===== config.mk =====
export PLATFORM = sky130hd
export DESIGN_NAME = axon_sched
export DESIGN_NICKNAME = d
export VERILOG_FILES = /design/src/rtl/axon_sched.sv
export SDC_FILE = /design/constraint.sdc
export NUM_CORES = 1
export LEC_CHECK = 0
export BUFFER_PORTS_ARGS = -buffer_cell sky130_fd_sc_hd__clkbuf_2
export CAP_MARGIN = 20
export CORE_MARGIN = 2
export CORE_UTILIZATION = 58
export DETAILED_ROUTE_END_ITERATION = 16
export PLACE_DENSITY_LB_ADDON = 0.25
export SLEW_MARGIN = 20
export SYNTH_ARGS = -nofsm -noshare
export SYNTH_HDL_FRONTEND = slang
export SYNTH_SLANG_ARGS = --single-unit

===== constraint.sdc =====
create_clock -name clk -period 5.82 [get_ports clk]
set_clock_uncertainty 0.2 [all_clocks]
set_input_delay 1.164 -clock clk [delete_from_list [all_inputs] [get_ports clk]]
set_output_delay 1.164 -clock clk [all_outputs]
set_load 0.01 [all_outputs]

===== src/rtl/axon_sched.sv =====
// Two-requester input scheduler for the axon slide engine: per-input FIFOs,
// packet-level round-robin, atomic DATA bursts and WRITE/READ diversion to cfg.
module axon_sched #(
    parameter int unsigned SW    = 24,
    parameter int unsigned FTW   = 3,
    parameter int unsigned DEPTH = 4,
    parameter int unsigned CW    = 16
) (
    input  logic           clk,
    input  logic           rst,
    input  logic           in0_vld,
    output logic           in0_rdy,
    input  logic [SW-1:0]  in0_data,
    input  logic [FTW-1:0] in0_type,
    input  logic           in1_vld,
    output logic           in1_rdy,
    input  logic [SW-1:0]  in1_data,
    input  logic [FTW-1:0] in1_type,
    input  logic           axon_busy,
    output logic           spk_in_axon_vld,
    output logic [SW-1:0]  spk_in_axon_data,
    output logic [FTW-1:0] spk_in_axon_type,
    output logic           cfg_vld,
    output logic [SW-1:0]  cfg_data,
    output logic [FTW-1:0] cfg_type,
    output logic           sched_err,
    output logic [CW-1:0]  spk_cnt,
    output logic           sched_idle
);

    localparam int unsigned AW = $clog2(DEPTH);
    localparam int unsigned PW = AW + 1;

    localparam logic [FTW-1:0] T_SPIKE = FTW'(0);
    localparam logic [FTW-1:0] T_DATA  = FTW'(1);
    localparam logic [FTW-1:0] T_END   = FTW'(2);
    localparam logic [FTW-1:0] T_WRITE = FTW'(6);
    localparam logic [FTW-1:0] T_READ  = FTW'(7);

    typedef enum logic {ST_ARB = 1'b0, ST_BURST = 1'b1} state_t;

    function automatic logic is_cfg(input logic [FTW-1:0] t);
        return (t == T_WRITE) || (t == T_READ);
    endfunction

    function automatic logic is_axon(input logic [FTW-1:0] t);
        return (t == T_SPIKE) || (t == T_DATA);
    endfunction

    logic [1:0]     in_vld;
    logic [SW-1:0]  in_data [2];
    logic [FTW-1:0] in_type [2];

    assign in_vld     = {in1_vld, in0_vld};
    assign in_data[0] = in0_data;
    assign in_data[1] = in1_data;
    assign in_type[0] = in0_type;
    assign in_type[1] = in1_type;

    logic [SW-1:0]  dmem_q [2][DEPTH];
    logic [FTW-1:0] tmem_q [2][DEPTH];
    logic [PW-1:0]  wr_q [2];
    logic [PW-1:0]  rd_q [2];
    logic [PW-1:0]  wr_d [2];
    logic [PW-1:0]  rd_d [2];

    logic [1:0]     empty, full, rdy, push;
    logic [SW-1:0]  head_data [2];
    logic [FTW-1:0] head_type [2];

    state_t         state_q, state_d;
    logic           owner_q, owner_d;
    logic           rr_q, rr_d;
    logic           g, pop;
    logic           ax_vld_q, ax_vld_d, cfg_vld_q, cfg_vld_d;
    logic [SW-1:0]  ax_data_q, ax_data_d, cfg_data_q, cfg_data_d;
    logic [FTW-1:0] ax_type_q, ax_type_d, cfg_type_q, cfg_type_d;
    logic           err_q, err_d, idle_q, idle_d;
    logic [CW-1:0]  cnt_q, cnt_d;

    // FIFO status and head peek
    always_comb begin
        for (int i = 0; i < 2; i++) begin
            empty[i]     = (wr_q[i] == rd_q[i]);
            full[i]      = (wr_q[i][AW] != rd_q[i][AW]) && (wr_q[i][AW-1:0] == rd_q[i][AW-1:0]);
            rdy[i]       = !rst && !full[i];
            push[i]      = in_vld[i] && rdy[i];
            head_data[i] = dmem_q[i][rd_q[i][AW-1:0]];
            head_type[i] = tmem_q[i][rd_q[i][AW-1:0]];
        end
    end

    assign in0_rdy = rdy[0];
    assign in1_rdy = rdy[1];

    // Grant: burst owner, else round-robin; a busy-blocked axon head yields to a cfg head
    always_comb begin
        g = 1'b0;
        if (state_q == ST_BURST) begin
            g = owner_q;
        end else begin
            if (!empty[0] && !empty[1]) g = ~rr_q;
            else                        g = empty[0];
            if (is_axon(head_type[g]) && axon_busy && !empty[~g] && is_cfg(head_type[~g]))
                g = ~g;
        end
    end

    // Next-state and output decode
    always_comb begin
        state_d    = state_q;
        owner_d    = owner_q;
        rr_d       = rr_q;
        pop        = 1'b0;
        ax_vld_d   = 1'b0;
        ax_data_d  = ax_data_q;
        ax_type_d  = ax_type_q;
        cfg_vld_d  = 1'b0;
        cfg_data_d = cfg_data_q;
        cfg_type_d = cfg_type_q;
        err_d      = err_q;
        cnt_d      = cnt_q;
        if (!empty[g]) begin
            if (state_q == ST_ARB) begin
                if (head_type[g] == T_SPIKE) begin
                    if (!axon_busy) begin
                        pop       = 1'b1;
                        ax_vld_d  = 1'b1;
                        ax_data_d = head_data[g];
                        ax_type_d = head_type[g];
                        if (cnt_q != '1) cnt_d = cnt_q + CW'(1);
                    end
                end else if (head_type[g] == T_DATA) begin
                    if (!axon_busy) begin
                        pop       = 1'b1;
                        ax_vld_d  = 1'b1;
                        ax_data_d = head_data[g];
                        ax_type_d = head_type[g];
                        state_d   = ST_BURST;
                        owner_d   = g;
                    end
                end else if (is_cfg(head_type[g])) begin
                    pop        = 1'b1;
                    cfg_vld_d  = 1'b1;
                    cfg_data_d = head_data[g];
                    cfg_type_d = head_type[g];
                end else begin
                    pop   = 1'b1;
                    err_d = 1'b1;
                end
            end else begin
                pop = 1'b1;
                if ((head_type[g] == T_DATA) || (head_type[g] == T_END)) begin
                    ax_vld_d  = 1'b1;
                    ax_data_d = head_data[g];
                    ax_type_d = head_type[g];
                    if (head_type[g] == T_END) state_d = ST_ARB;
                end else begin
                    err_d = 1'b1;
                end
            end
        end
        if (pop) rr_d = g;
    end

    always_comb begin
        for (int i = 0; i < 2; i++) begin
            wr_d[i] = wr_q[i] + PW'(push[i]);
            rd_d[i] = rd_q[i] + PW'(pop && (g == 1'(i)));
        end
        idle_d = (wr_d[0] == rd_d[0]) && (wr_d[1] == rd_d[1]) &&
                 (state_d == ST_ARB) && !ax_vld_d && !cfg_vld_d;
    end

    always_ff @(posedge clk) begin
        if (rst) begin
            state_q    <= ST_ARB;
            owner_q    <= 1'b0;
            rr_q       <= 1'b1;
            ax_vld_q   <= 1'b0;
            ax_data_q  <= '0;
            ax_type_q  <= '0;
            cfg_vld_q  <= 1'b0;
            cfg_data_q <= '0;
            cfg_type_q <= '0;
            err_q      <= 1'b0;
            cnt_q      <= '0;
            idle_q     <= 1'b0;
            for (int i = 0; i < 2; i++) begin
                wr_q[i] <= '0;
                rd_q[i] <= '0;
            end
        end else begin
            state_q    <= state_d;
            owner_q    <= owner_d;
            rr_q       <= rr_d;
            ax_vld_q   <= ax_vld_d;
            ax_data_q  <= ax_data_d;
            ax_type_q  <= ax_type_d;
            cfg_vld_q  <= cfg_vld_d;
            cfg_data_q <= cfg_data_d;
            cfg_type_q <= cfg_type_d;
            err_q      <= err_d;
            cnt_q      <= cnt_d;
            idle_q     <= idle_d;
            for (int i = 0; i < 2; i++) begin
                wr_q[i] <= wr_d[i];
                rd_q[i] <= rd_d[i];
            end
        end
    end

    // Storage needs no reset: pointers alone define occupancy
    always_ff @(posedge clk) begin
        for (int i = 0; i < 2; i++) begin
            if (push[i]) begin
                dmem_q[i][wr_q[i][AW-1:0]] <= in_data[i];
                tmem_q[i][wr_q[i][AW-1:0]] <= in_type[i];
            end
        end
    end

    assign spk_in_axon_vld  = ax_vld_q;
    assign spk_in_axon_data = ax_data_q;
    assign spk_in_axon_type = ax_type_q;
    assign cfg_vld          = cfg_vld_q;
    assign cfg_data         = cfg_data_q;
    assign cfg_type         = cfg_type_q;
    assign sched_err        = err_q;
    assign spk_cnt          = cnt_q;
    assign sched_idle       = idle_q;

endmodule


-- Word-level counts from Yosys, hierarchy flattened
Memories as Yosys holds them, arrays and structs flattened.
Index checks and enable logic that the tools add are counted.
Widths: inputs -> output; s select.
- flip-flop bits (word level): 77
- RAM bits: 228
- input port bits: 59
- output and inout bits: 76
- logic and storage cells: 199
- memories kept: 4
- memory list (name ; depth ; width ; rd ports ; clocked after memory_dff ; write ports ; line ; text):
    dmem_q ; 2 ; 96 ; 2 ; 0 ; 2 ; 60 ; logic [SW-1:0] dmem_q [2][DEPTH];
    tmem_q ; 2 ; 12 ; 2 ; 0 ; 2 ; 61 ; logic [FTW-1:0] tmem_q [2][DEPTH];
    rd_q ; 2 ; 3 ; 2 ; 0 ; 2 ; 63 ; logic [PW-1:0] rd_q [2];
    wr_q ; 2 ; 3 ; 2 ; 0 ; 2 ; 62 ; logic [PW-1:0] wr_q [2];
- add/sub/neg operators: 5
- magnitude comparators: 11
- eq/ne operators: 21
- mux-type cells: 88
- bitwise gates (word level): 20
- reductions and logical operators: 38
- operators with widths (kind ; count):
    $mux 24 ; 14
    $mux 96 ; 2
    $bmux 24 s2 ; 2
    $demux 24 s2 ; 2
    $mux 3 ; 24
    $mux 1 ; 38
    $mux 12 ; 2
    $reduce_and 5->1 ; 4
    $logic_and 1x1->1 ; 18
    $add 16x1->16 const B ; 1
    $ne 16x16->1 const B ; 1
    $add 3x1->3 ; 4
    $bmux 3 s2 ; 2
    $demux 3 s2 ; 2
    $eq 3x3->1 ; 4
    $eq 3x3->1 const B ; 4
    $ge 3x3->1 const B ; 4
    $not 2->3 ; 4
    $not 1->1 ; 9
    $logic_not 1->1 ; 8
    $ne 2x2->1 const B ; 4
    $eq 3x1->1 const B ; 2
    $ge 2x2->1 const B ; 3
    $logic_not 3->1 ; 2
    other kinds (11) ; 23

-- Logic depth before layout (Yosys ltp)
- depth after elaboration: 32
- gate-level depth with buffers: 17
- mapped depth without buffers: 14

-- Least setup slack after synthesis
Ideal clock, no wire load.
- path type: input port to flip-flop
- from: in rst
- to: mem dmem_q[0][72] (netlist bit), enable pin
- library setup time: 0.451 ns
- arrival time: 3.754 ns
- data required time: 5.169 ns
- setup slack: 1.416 ns
- cell stages on the path: 3
- path through: a31oi_1 and2_0 nor3b_1
- RTL lines (item ; line ; text):
    start, declared ; 10 ; input logic rst,
    end, declared ; 60 ;

==> key figures <==
Run status
  • Outcome: finished, final reports clean

Critical path
  • Worst path bufs/invs: 0
  • Worst-path fanout max: 12
  • Critical Path AT: 4640 ps
  • Delay-heaviest family, CP: compound AO/OA/AOI/OAI gates
  • Kind of critical path: register to register
  • CP required: 6110 ps
  • Slowest-stage cell, CP: mux4_2
  • CP cell instances: mux4_2, a41o_1, a21oi_1, nand4_1, o21ai_0, nor2_1, ha_1, ha_1, xor2_1, nor4_1, nand4_1, a21oi_1, o221a_2
  • Critical Path End Type: register
  • Critical Path Start Type: register
  • Crit path largest cell delay: between 600 and 700 ps

Floorplan
  • DIE WIDTH: ~150 um
  • Die Y: 149.8 um
  • Starting density of the core: between 50% and 60%
  • Die area: around 22000 um2
  • Row cnt: 53
  • Core Region: around 21000 um2
  • # IOs: approximately 140

STA
  • WHS: 273.3 ps
  • Final setup violation count: 0
  • Slew Limit Fails: 0
  • Relative slew margins: 29.41%
  • Peak Freq: 230.1 MHz
  • Slew of the pin with the lowest slew margin: 1053 ps
  • Setup TNS: 0 ps
  • Min Tclk post-route: between 4000 and 5000 ps
  • Worst Setup Slack, final: 1474 ps
  • Unrepaired setup endpoints after global routing: false
  • Final hold vios: 0
  • Tcrit/Tclk final: between 70% and 80%

Synthesis
  • Mapped Area: ~12000 um2
  • #FFs+latches synth: 305
  • Synth Net Count: 900
  • Mean Syn Cell Area: 14.82 um2
  • Sequential element share of the synthesized area: 67.06%
  • Gate Count Post-Synth: about 830
  • Synth warnings: 0
  • Synth async-reset ratio: 0%
  • Synth Flop Type: edfxtp_1
  • Synth area leaders: edfxtp_1, dfxtp_1, mux4_2
  • Top cell type by total area after synthesis: edfxtp_1
  • Yosys top cell area share: 52.61%
  • Library cells used by synthesis: 58
  • Number of synthesized flops with an enable pin: 216

Finish
  • Final nets: approximately 1000
  • Layout Cells excl Fill: 1264
  • Layout area overhead: 16.58%
  • Multi-input gate area: 3857 um2
  • Layout cells sized above 1: 31.10%
  • Fill cell count: approximately 1500
  • Reg area: ~8300 um2

CTS
  • Post-CTS Setup Bufs: 0
  • TritonCTS Buffers: 31
  • Post-CTS Resized: 0
  • Clock Sinks: 305
  • Maximum buffer depth of the clock tree: 3
  • H-Tree Depth: 1
  • Clock root cell: clkbuf_16
  • Worst skew pair latency: about 550 ps
  • CTS tree: built
  • Hold_buf cts: 0
  • Clk pin slew, worst setup/hold paths: around 60 ps

Detailed routing
  • Post-DR vias/cell: 6.217
  • Routed vias: ~8000
  • Routed WL per cell: 22.66 um
  • Drt pass-1 iters: 5
  • Drt total wl: 28650 um
  • Initial drt markers: 641
  • DRC violations left: 0
  • Antenna-violating nets left: 0

Place
  • Dpl cells: 1206
  • Port Buf Inserts: 134
  • Hpwl dp: 18340 um
  • Place WS: between 1000 and 1500 ps
  • Gpl congestion: a little over 0.9

GRT
  • Wire length of the first global-routing pass: about 44000 um
  • Antenna violations before repair: 3
  • Vias in the first global route: 7885
  • Total global routing overflow: 0
  • Gr usage total: 25.92%
  • Largest net degree at the start of global routing: 53

Power
  • Pwr/cell area: about 500 nW/um2
  • Peak supply drop: 0.3489 mV
  • Leak Pwr: 5.043 nW

Flow run
  • Max-Cap Viols: 0

Worst hold path
  • Worst hold path class: register to register
per-stage QoR:
| stage | total power, mW | util (%) | instance area, um2 |
|---|---|---|---|
| 3_5_place_dp | 4.972 | 63.60 | 13330 |
| 4_1_cts | 6.995 | 68.57 | 14370 |
| 2_1_floorplan | 4.232 | - | 12330 |
| 3_3_place_gp | 4.936 | 63.60 | 13330 |
| 6_report | 7.005 | 68.59 | 14370 |
| 5_1_grt | 7.285 | 68.59 | 14370 |
per-layer routing:
layer,part of all wire [%],GRT usage (%),up-vias
li1,-,-,3536
met5,0.045,0,-
met2,49,42.33,331
met3,6.8,4.055,85
met1,40,34.85,3904
met4,4.3,11.42,2
synthesized netlist by cell type, drive strengths merged (7+ instances only):
cell type  count
buf           10
nand3         13
nor3         111
a21oi         67
nor2b         15
nand2         11
edfxtp       216
or4            7
mux2          32
mux4          53
ha             9
and3           9
xnor2         10
xor2          10
dfxtp         89
nor2          28
inv            9
clkbuf        45
registers in the layout (all words and copies together), names as in the netlist:
name / flops
dmem_q: 192
cfg_data: 24
spk_in_axon_data: 24
tmem_q: 24
spk_cnt: 16
rd_q: 6
wr_q: 6
cfg_type: 3
spk_in_axon_type: 3
cfg_vld: 1
owner_q: 1
rr_q: 1
sched_err: 1
sched_idle: 1
spk_in_axon_vld: 1
state_q: 1
path summary, 6_finish.rpt:
check / from / end / slack, ps / depth (start not counted)
setup / recovery: rd_q[0][3] / sched_idle / 1470 / 13
hold / removal: cfg_type[1] / cfg_type[1] / 270 / 2
setup reg to reg: rd_q[0][3] / sched_idle / 1470 / 13
hold reg to reg: cfg_type[1] / cfg_type[1] / 270 / 2
cells by family (layout without fill, tap and decap cells):
kind of cell	Yosys count	count (layout)	share of synthesized area, %
AND/OR/NAND/NOR	232	232	10.05
AO/OA/AOI/OAI	114	114	5.632
other	0	2	0
XOR/XNOR	20	20	1.421
multiplexers	88	88	12.85
adder cells (fa/ha/maj)	9	9	0.9134
buffers and inverters	64	219	2.080
flip-flops	305	305	67.06
cell type report:
class,instances,area share [%]
repair buffers,154,5.710
clock buffers,48,6.267
inverters,9,0.2350
multi-input cells,463,26.84
clock inverters,8,0.9836
well taps,275,2.394
flip-flops and latches,305,57.54
diodes,2,0.03482
tightest hold or removal path, stage by stage (launching register included):
cell and delay [ps]:
dfxtp_1 330, a21oi_1 50, nor2_1 70
cell usage in the layout (no fill, tap or decap), types with 8 or more instances in the layout:
cell | Yosys | routed
clkbuf_1 | 45 | 12
nor3_1 | 111 | 110
a21oi_1 | 67 | 66
buf_4 | 0 | 20
clkbuf_2 | 0 | 133
and3_1 | 9 | 8
nand2_1 | 11 | 11
nor2_1 | 28 | 23
clkbuf_16 | 0 | 32
inv_1 | 9 | 9
xor2_1 | 10 | 10
ha_1 | 9 | 9
dfxtp_1 | 89 | 87
mux4_2 | 53 | 53
nand3_1 | 13 | 13
mux2_2 | 32 | 32
edfxtp_1 | 216 | 216
nor2b_1 | 15 | 15
xnor2_1 | 10 | 10
where the power goes:
group | leakage, nW | switching, mW | internal, mW | total [mW]
sequential | 2.69 | 0.138 | 2.52 | 2.66
clock | 0.503 | 0.787 | 1.23 | 2.02
combinational | 1.85 | 1.46 | 0.861 | 2.32
total | 5.04 | 2.39 | 4.62 | 7.00
No activity file was read; power rests on OpenSTA's default activity.
